`src/rtl/edge_rate_meter.sv`:
```
// edge_rate_meter
//
// Counts rising and falling edge pulses over a programmable window of clock
// cycles and presents the two counts, plus a sticky saturation flag, through
// a valid/ack handshake.
//
// Ports
//   clk       in   sole clock, rising edge
//   rst       in   synchronous active-high reset
//   rising    in   one-cycle rising-edge pulse
//   falling   in   one-cycle falling-edge pulse
//   win_len   in   window length in cycles, sampled when a start is accepted
//   start     in   request a new measurement (ignored while running)
//   abort     in   cancel a running measurement
//   ack       in   consumer takes the presented result
//   busy      out  window running
//   valid     out  result available
//   rise_cnt  out  rising edges in the last completed window
//   fall_cnt  out  falling edges in the last completed window
//   ovf       out  a counter saturated during the last completed window
module edge_rate_meter #(
  parameter int unsigned CNT_W = 16,
  parameter int unsigned WIN_W = 16
) (
  input  logic             clk,
  input  logic             rst,
  input  logic             rising,
  input  logic             falling,
  input  logic [WIN_W-1:0] win_len,
  input  logic             start,
  input  logic             abort,
  input  logic             ack,
  output logic             busy,
  output logic             valid,
  output logic [CNT_W-1:0] rise_cnt,
  output logic [CNT_W-1:0] fall_cnt,
  output logic             ovf
);

  typedef enum logic [1:0] {
    StIdle,
    StRun,
    StDone
  } state_e;

  localparam logic [CNT_W-1:0] CntMax = {CNT_W{1'b1}};

  state_e           r_state;
  state_e           w_state_nxt;

  logic [WIN_W-1:0] r_timer;
  logic [CNT_W-1:0] r_rise;
  logic [CNT_W-1:0] r_fall;
  logic             r_ovf_acc;

  logic [CNT_W-1:0] r_rise_cnt;
  logic [CNT_W-1:0] r_fall_cnt;
  logic             r_ovf;

  logic             w_start_acc;
  logic             w_win_zero;
  logic             w_run_step;
  logic             w_last;
  logic             w_rise_sat;
  logic             w_fall_sat;
  logic [CNT_W-1:0] w_rise_nxt;
  logic [CNT_W-1:0] w_fall_nxt;
  logic             w_ovf_nxt;

  // Decoded control conditions shared by the FSM and datapath.
  always_comb begin
    w_start_acc = start && (r_state != StRun);
    w_win_zero  = (win_len == '0);
    // A RUN cycle that is not being aborted counts its edges.
    w_run_step  = (r_state == StRun) && !abort;
    w_last      = w_run_step && (r_timer == WIN_W'(1));
  end

  // Saturating counters; an increment attempted at full scale sets overflow.
  always_comb begin
    w_rise_sat = rising && (r_rise == CntMax);
    w_fall_sat = falling && (r_fall == CntMax);
    w_rise_nxt = (rising && !w_rise_sat) ? r_rise + CNT_W'(1) : r_rise;
    w_fall_nxt = (falling && !w_fall_sat) ? r_fall + CNT_W'(1) : r_fall;
    w_ovf_nxt  = r_ovf_acc || w_rise_sat || w_fall_sat;
  end

  // FSM state register.
  always_ff @(posedge clk) begin
    if (rst) begin
      r_state <= StIdle;
    end else begin
      r_state <= w_state_nxt;
    end
  end

  // FSM next-state logic. Start wins over ack in DONE; abort wins over a
  // coinciding last-cycle completion.
  always_comb begin
    w_state_nxt = r_state;
    unique case (r_state)
      StIdle: begin
        if (start) begin
          w_state_nxt = w_win_zero ? StDone : StRun;
        end
      end
      StRun: begin
        if (abort) begin
          w_state_nxt = StIdle;
        end else if (r_timer == WIN_W'(1)) begin
          w_state_nxt = StDone;
        end
      end
      StDone: begin
        if (start) begin
          w_state_nxt = w_win_zero ? StDone : StRun;
        end else if (ack) begin
          w_state_nxt = StIdle;
        end
      end
      default: w_state_nxt = StIdle;
    endcase
  end

  // FSM outputs and result drive.
  always_comb begin
    busy     = (r_state == StRun);
    valid    = (r_state == StDone);
    rise_cnt = r_rise_cnt;
    fall_cnt = r_fall_cnt;
    ovf      = r_ovf;
  end

  // Timer, working counters and published result. Published results only
  // change on a completed window, a zero-length start, or reset, so an abort
  // leaves the previous result visible.
  always_ff @(posedge clk) begin
    if (rst) begin
      r_timer    <= '0;
      r_rise     <= '0;
      r_fall     <= '0;
      r_ovf_acc  <= 1'b0;
      r_rise_cnt <= '0;
      r_fall_cnt <= '0;
      r_ovf      <= 1'b0;
    end else if (w_start_acc) begin
      // Edges in the start cycle itself are deliberately not counted.
      r_timer   <= win_len;
      r_rise    <= '0;
      r_fall    <= '0;
      r_ovf_acc <= 1'b0;
      if (w_win_zero) begin
        r_rise_cnt <= '0;
        r_fall_cnt <= '0;
        r_ovf      <= 1'b0;
      end
    end else if (w_run_step) begin
      r_timer   <= r_timer - WIN_W'(1);
      r_rise    <= w_rise_nxt;
      r_fall    <= w_fall_nxt;
      r_ovf_acc <= w_ovf_nxt;
      if (w_last) begin
        // The last cycle's edges are folded into the published counts.
        r_rise_cnt <= w_rise_nxt;
        r_fall_cnt <= w_fall_nxt;
        r_ovf      <= w_ovf_nxt;
      end
    end
  end

endmodule

```
`config.mk`:
```
export PLATFORM = sky130hd
export DESIGN_NAME = edge_rate_meter
export DESIGN_NICKNAME = d
export VERILOG_FILES = /design/src/rtl/edge_rate_meter.sv
export SDC_FILE = /design/constraint.sdc
export NUM_CORES = 1
export LEC_CHECK = 0
export BUFFER_PORTS_ARGS = -buffer_cell sky130_fd_sc_hd__buf_2
export CAP_MARGIN = 15
export CORE_MARGIN = 5
export CORE_UTILIZATION = 50
export DETAILED_ROUTE_END_ITERATION = 7
export PLACE_DENSITY = 0.71
export REMOVE_ABC_BUFFERS = 1
export SLEW_MARGIN = 20
export SYNTH_ARGS = -nofsm -noshare
export SYNTH_HDL_FRONTEND = slang
export SYNTH_SLANG_ARGS = --single-unit
```
`constraint.sdc`:
```
create_clock -name clk -period 2.6 [get_ports clk]
set_input_delay 0.26 -clock clk [delete_from_list [all_inputs] [get_ports clk]]
set_output_delay 0.26 -clock clk [all_outputs]
set_load 0.1 [all_outputs]
```
==> flow_summary.yaml <==
power:
  intPower_mw: 1.86
  p_total_mw: 2.50
  p_sw_share_pct: 25.3
  power.net_switching_mw: 0.632
  p_leak_nw: 1.66
  power_frac_seq_pct: 53.5
  vdd_ir_drop_max_mv: 0.247
  powerDensity_mw_per_mm2: 526
  p_comb_share_pct: 9.8
  power_frac_clock_pct: 36.7
route:
  drcViolationCount: 0
  drt-initial-drc-count: 204
  ant_nets: 0
  drt_pass1_iterations: 4
  drt_wl_total_um: 10100
  viasPerCell: 5.93
  vias: 3786
  wl_per_cell_um: 15.8
sta:
  period_minus_slack_ns: 2.28
  rsz0062_at_grt: "false"
  fmax_mhz: 438
  finClkSkew_ns: 0.00886
  slew_headroom_pct: 44.3
  layout_setup_ws_ns: 0.317
  worst_slew_pin_slew_ns: 0.836
  finalSetupViolations: 0
  report.final.slew_viol_count: 0
  fin_setup_tns_ns: 0
  fin_crit_sh_pct: 87.8
  timing.final.hold_violations: 0
critical_path:
  cp-start-kind: "flip-flop"
  cp_max_fo: 18
  reg2reg_slack_ns: 0.32
  end_kind: "flip-flop"
  r2r_cells: 5
  required_ns: 2.84
  reg2reg_to: "fall_cnt[4]$_SDFFE_PP0P_"
  reg2reg_from: "r_timer[3]$_SDFFE_PP0P_"
  startpoint: "r_timer[3]$_SDFFE_PP0P_"
  crit_type: "reg2reg"
  arrival_ns: 2.52
  crit_end: "fall_cnt[4]$_SDFFE_PP0P_"
global_routing:
  track_usage_pct: 20.0
  grt_pass1_wl_um: 16600
  antenna_found_initial: 0
  grt_max_degree: 24
  grt_overflow: 0
  grt_pass1_vias: 3560
synthesis:
  yosysWarningCount: 0
  synth_area_per_cell_um2: 8.65
  async_flop_share_pct: 0
  ys.flop_type: "dfxtp_1"
  synthTopCellsByArea: "dfxtp_1, xnor2_1, o2bb2ai_1, nor2_1, xor2_1"
  netlist.area_leader.share_pct: 40.5
  synth_edf_count: 0
  ys_types: 53
  ys_seq_elements: 84
  yosys.area.top_type: "dfxtp_1"
  synth_seq_area_share_pct: 40.5
  netlist_instances: 480
  syn_area_mm2: 0.00415
clock_network:
  cts_tree: "done"
  cts_resized: 0
  clkSinkCount: 84
  cts_setup_buffers: 0
  clk_pin_slew_worst_paths_ns: 0.08
  cts_buffers: 9
  clk-insertion-delay-late_ns: 0.34
  h-tree-depth: 3
  ctsLongestPathBuffers: 2
  cts_hold_repair.buffers: 0
  cts_root_buf: "clkbuf_8"
place:
  post-dp-hpwl_um: 7020
  gp_congestion: 0.843
  dp_slack_ns: 0.338
  portBuffers: 57
  placed_area_mm2: 0.00455
layout:
  area_growth_pct: 14.2
  regArea_mm2: 0.00168
  nNetsFinal: 555
  fillers: 742
  diodes: 0
  fin_area_mm2: 0.00474
  multi_input_area_mm2: 0.00235
  drive_above_1_share_pct: 17.3
floorplanning:
  io_pins: 58
  die_y_um: 101
  start_util_pct: 51.1
  core-area_mm2: 0.00813
  core.rowCount: 33
  dieArea_mm2: 0.0102
  die_w_um: 101
run_status:
  status: "complete, no violations"
flow_run:
  max-cap-violations: 0
min_path:
  worstHoldPathType: "in2reg"
[cell usage after synthesis (3+ instances only)]
master	count
nor2_1	56
o211ai_1	3
nand3_1	24
and2_1	6
or3_1	6
nor4_1	13
a21oi_1	14
inv_1	5
and4_1	4
or2_2	4
or4_1	3
nand2b_1	4
nor3_1	20
a22oi_1	4
dfxtp_1	84
xnor2_1	33
o21ai_0	9
o311ai_0	3
a311oi_1	3
buf_2	7
clkbuf_1	22
nand4_1	18
nand2_1	30
a31oi_1	8
ha_1	4
o2bb2ai_1	31
and3_1	5
xor2_1	24
[metrics by stage]
stage                     util, %  std cells  hold slack [ns]
after floorplan                 -        449            0.329
after global placement       55.9        622            0.440
after detailed placement     55.9        622            0.441
after CTS                    58.3        638            0.164
after global routing         58.3        638            0.187
final                        58.3        638            0.180
[metal layers]
metal | share of wire, % | global-route usage (%) | wire (um)
met1 | 46 | 27.5 | 4650
met2 | 45 | 31.1 | 4550
met3 | 6.8 | 4.41 | 680
met4 | 1.8 | 6.85 | 184
met5 | 0 | 0 | 0
[power groups by stage]
stage	logic [mW]	clock network (mW)	registers, mW
5_1_grt	0.268	0.987	1.34
3_3_place_gp	0.236	0	1.36
6_report	0.244	0.917	1.34
3_5_place_dp	0.240	0	1.36
2_1_floorplan	0.152	0	1.36
4_1_cts	0.243	0.942	1.33
[cells by family after synthesis]
logic type	Yosys count	share of synthesized area, %
AOI/OAI and AO/OA	91	16.6
xor gates and xnor gates	57	12.0
adders and majority gates	4	1.21
buffers and inverters	36	3.46
DFF	84	40.5
muxes	2	0.482
and+or+nand+nor	206	25.7
[state kept, by name, summed over array words and instances, names as in the netlist]
| signal | flops |
|---|---|
| fall_cnt | 16 |
| ovf | 1 |
| r_fall | 16 |
| r_ovf_acc | 1 |
| r_rise | 16 |
| r_state | 2 |
| r_timer | 16 |
| rise_cnt | 16 |
[how the worst min path moves through the flow]
| stage | start | to | slack (ns) | cells after the start |
|---|---|---|---|---|
| 2_1_floorplan | rst | r_state[0]$_SDFFE_PP0P_ | 0.33 | 1 |
| 4_1_cts | win_len[9] | r_timer[9]$_SDFFE_PP0P_ | 0.16 | 3 |
| 3_5_place_dp | rise_cnt[0]$_SDFFE_PP0P_ | rise_cnt[0]$_SDFFE_PP0P_ | 0.44 | 1 |
| 5_1_grt | win_len[0] | r_timer[0]$_SDFFE_PP0P_ | 0.19 | 3 |
| 6_report | win_len[9] | r_timer[9]$_SDFFE_PP0P_ | 0.18 | 3 |
| 3_3_place_gp | fall_cnt[5]$_SDFFE_PP0P_ | fall_cnt[5]$_SDFFE_PP0P_ | 0.44 | 1 |
[worst max-delay path: stages, from the launching register on]
cell and delay (ns):
dfxtp_1 0.35, or4_4 0.58, nor4_4 0.41, a311oi_4 0.33, buf_4 0.32, a21o_1 0.19
[cell usage in the layout, fill, tap and decap left out, types with 4 or more instances in the layout]
cell type and instances:
dfxtp_1 84, buf_2 57, nor2_1 56, xnor2_1 33, o2bb2ai_1 31, nand2_1 30, nand3_1 24, xor2_1 24
nor3_1 20, nand4_1 18, a21oi_1 14, nor4_1 13, buf_4 11, clkbuf_8 10, o21ai_0 9, a31oi_1 8
or3_1 6, and2_1 6, inv_1 5, and3_1 5, nand2b_1 4, a22oi_1 4, or2_2 4, and4_1 4
ha_1 4
[layout make-up]
type / count / share of cell area, %
clock buffer: 12 / 3.06
inverter: 5 / 0.396
timing repair buffer: 68 / 7.76
multi-input combinational: 360 / 49.5
sequential: 84 / 35.5
tap: 105 / 2.77
clock inverter: 4 / 1.03
(Power assumes the default switching activity.)
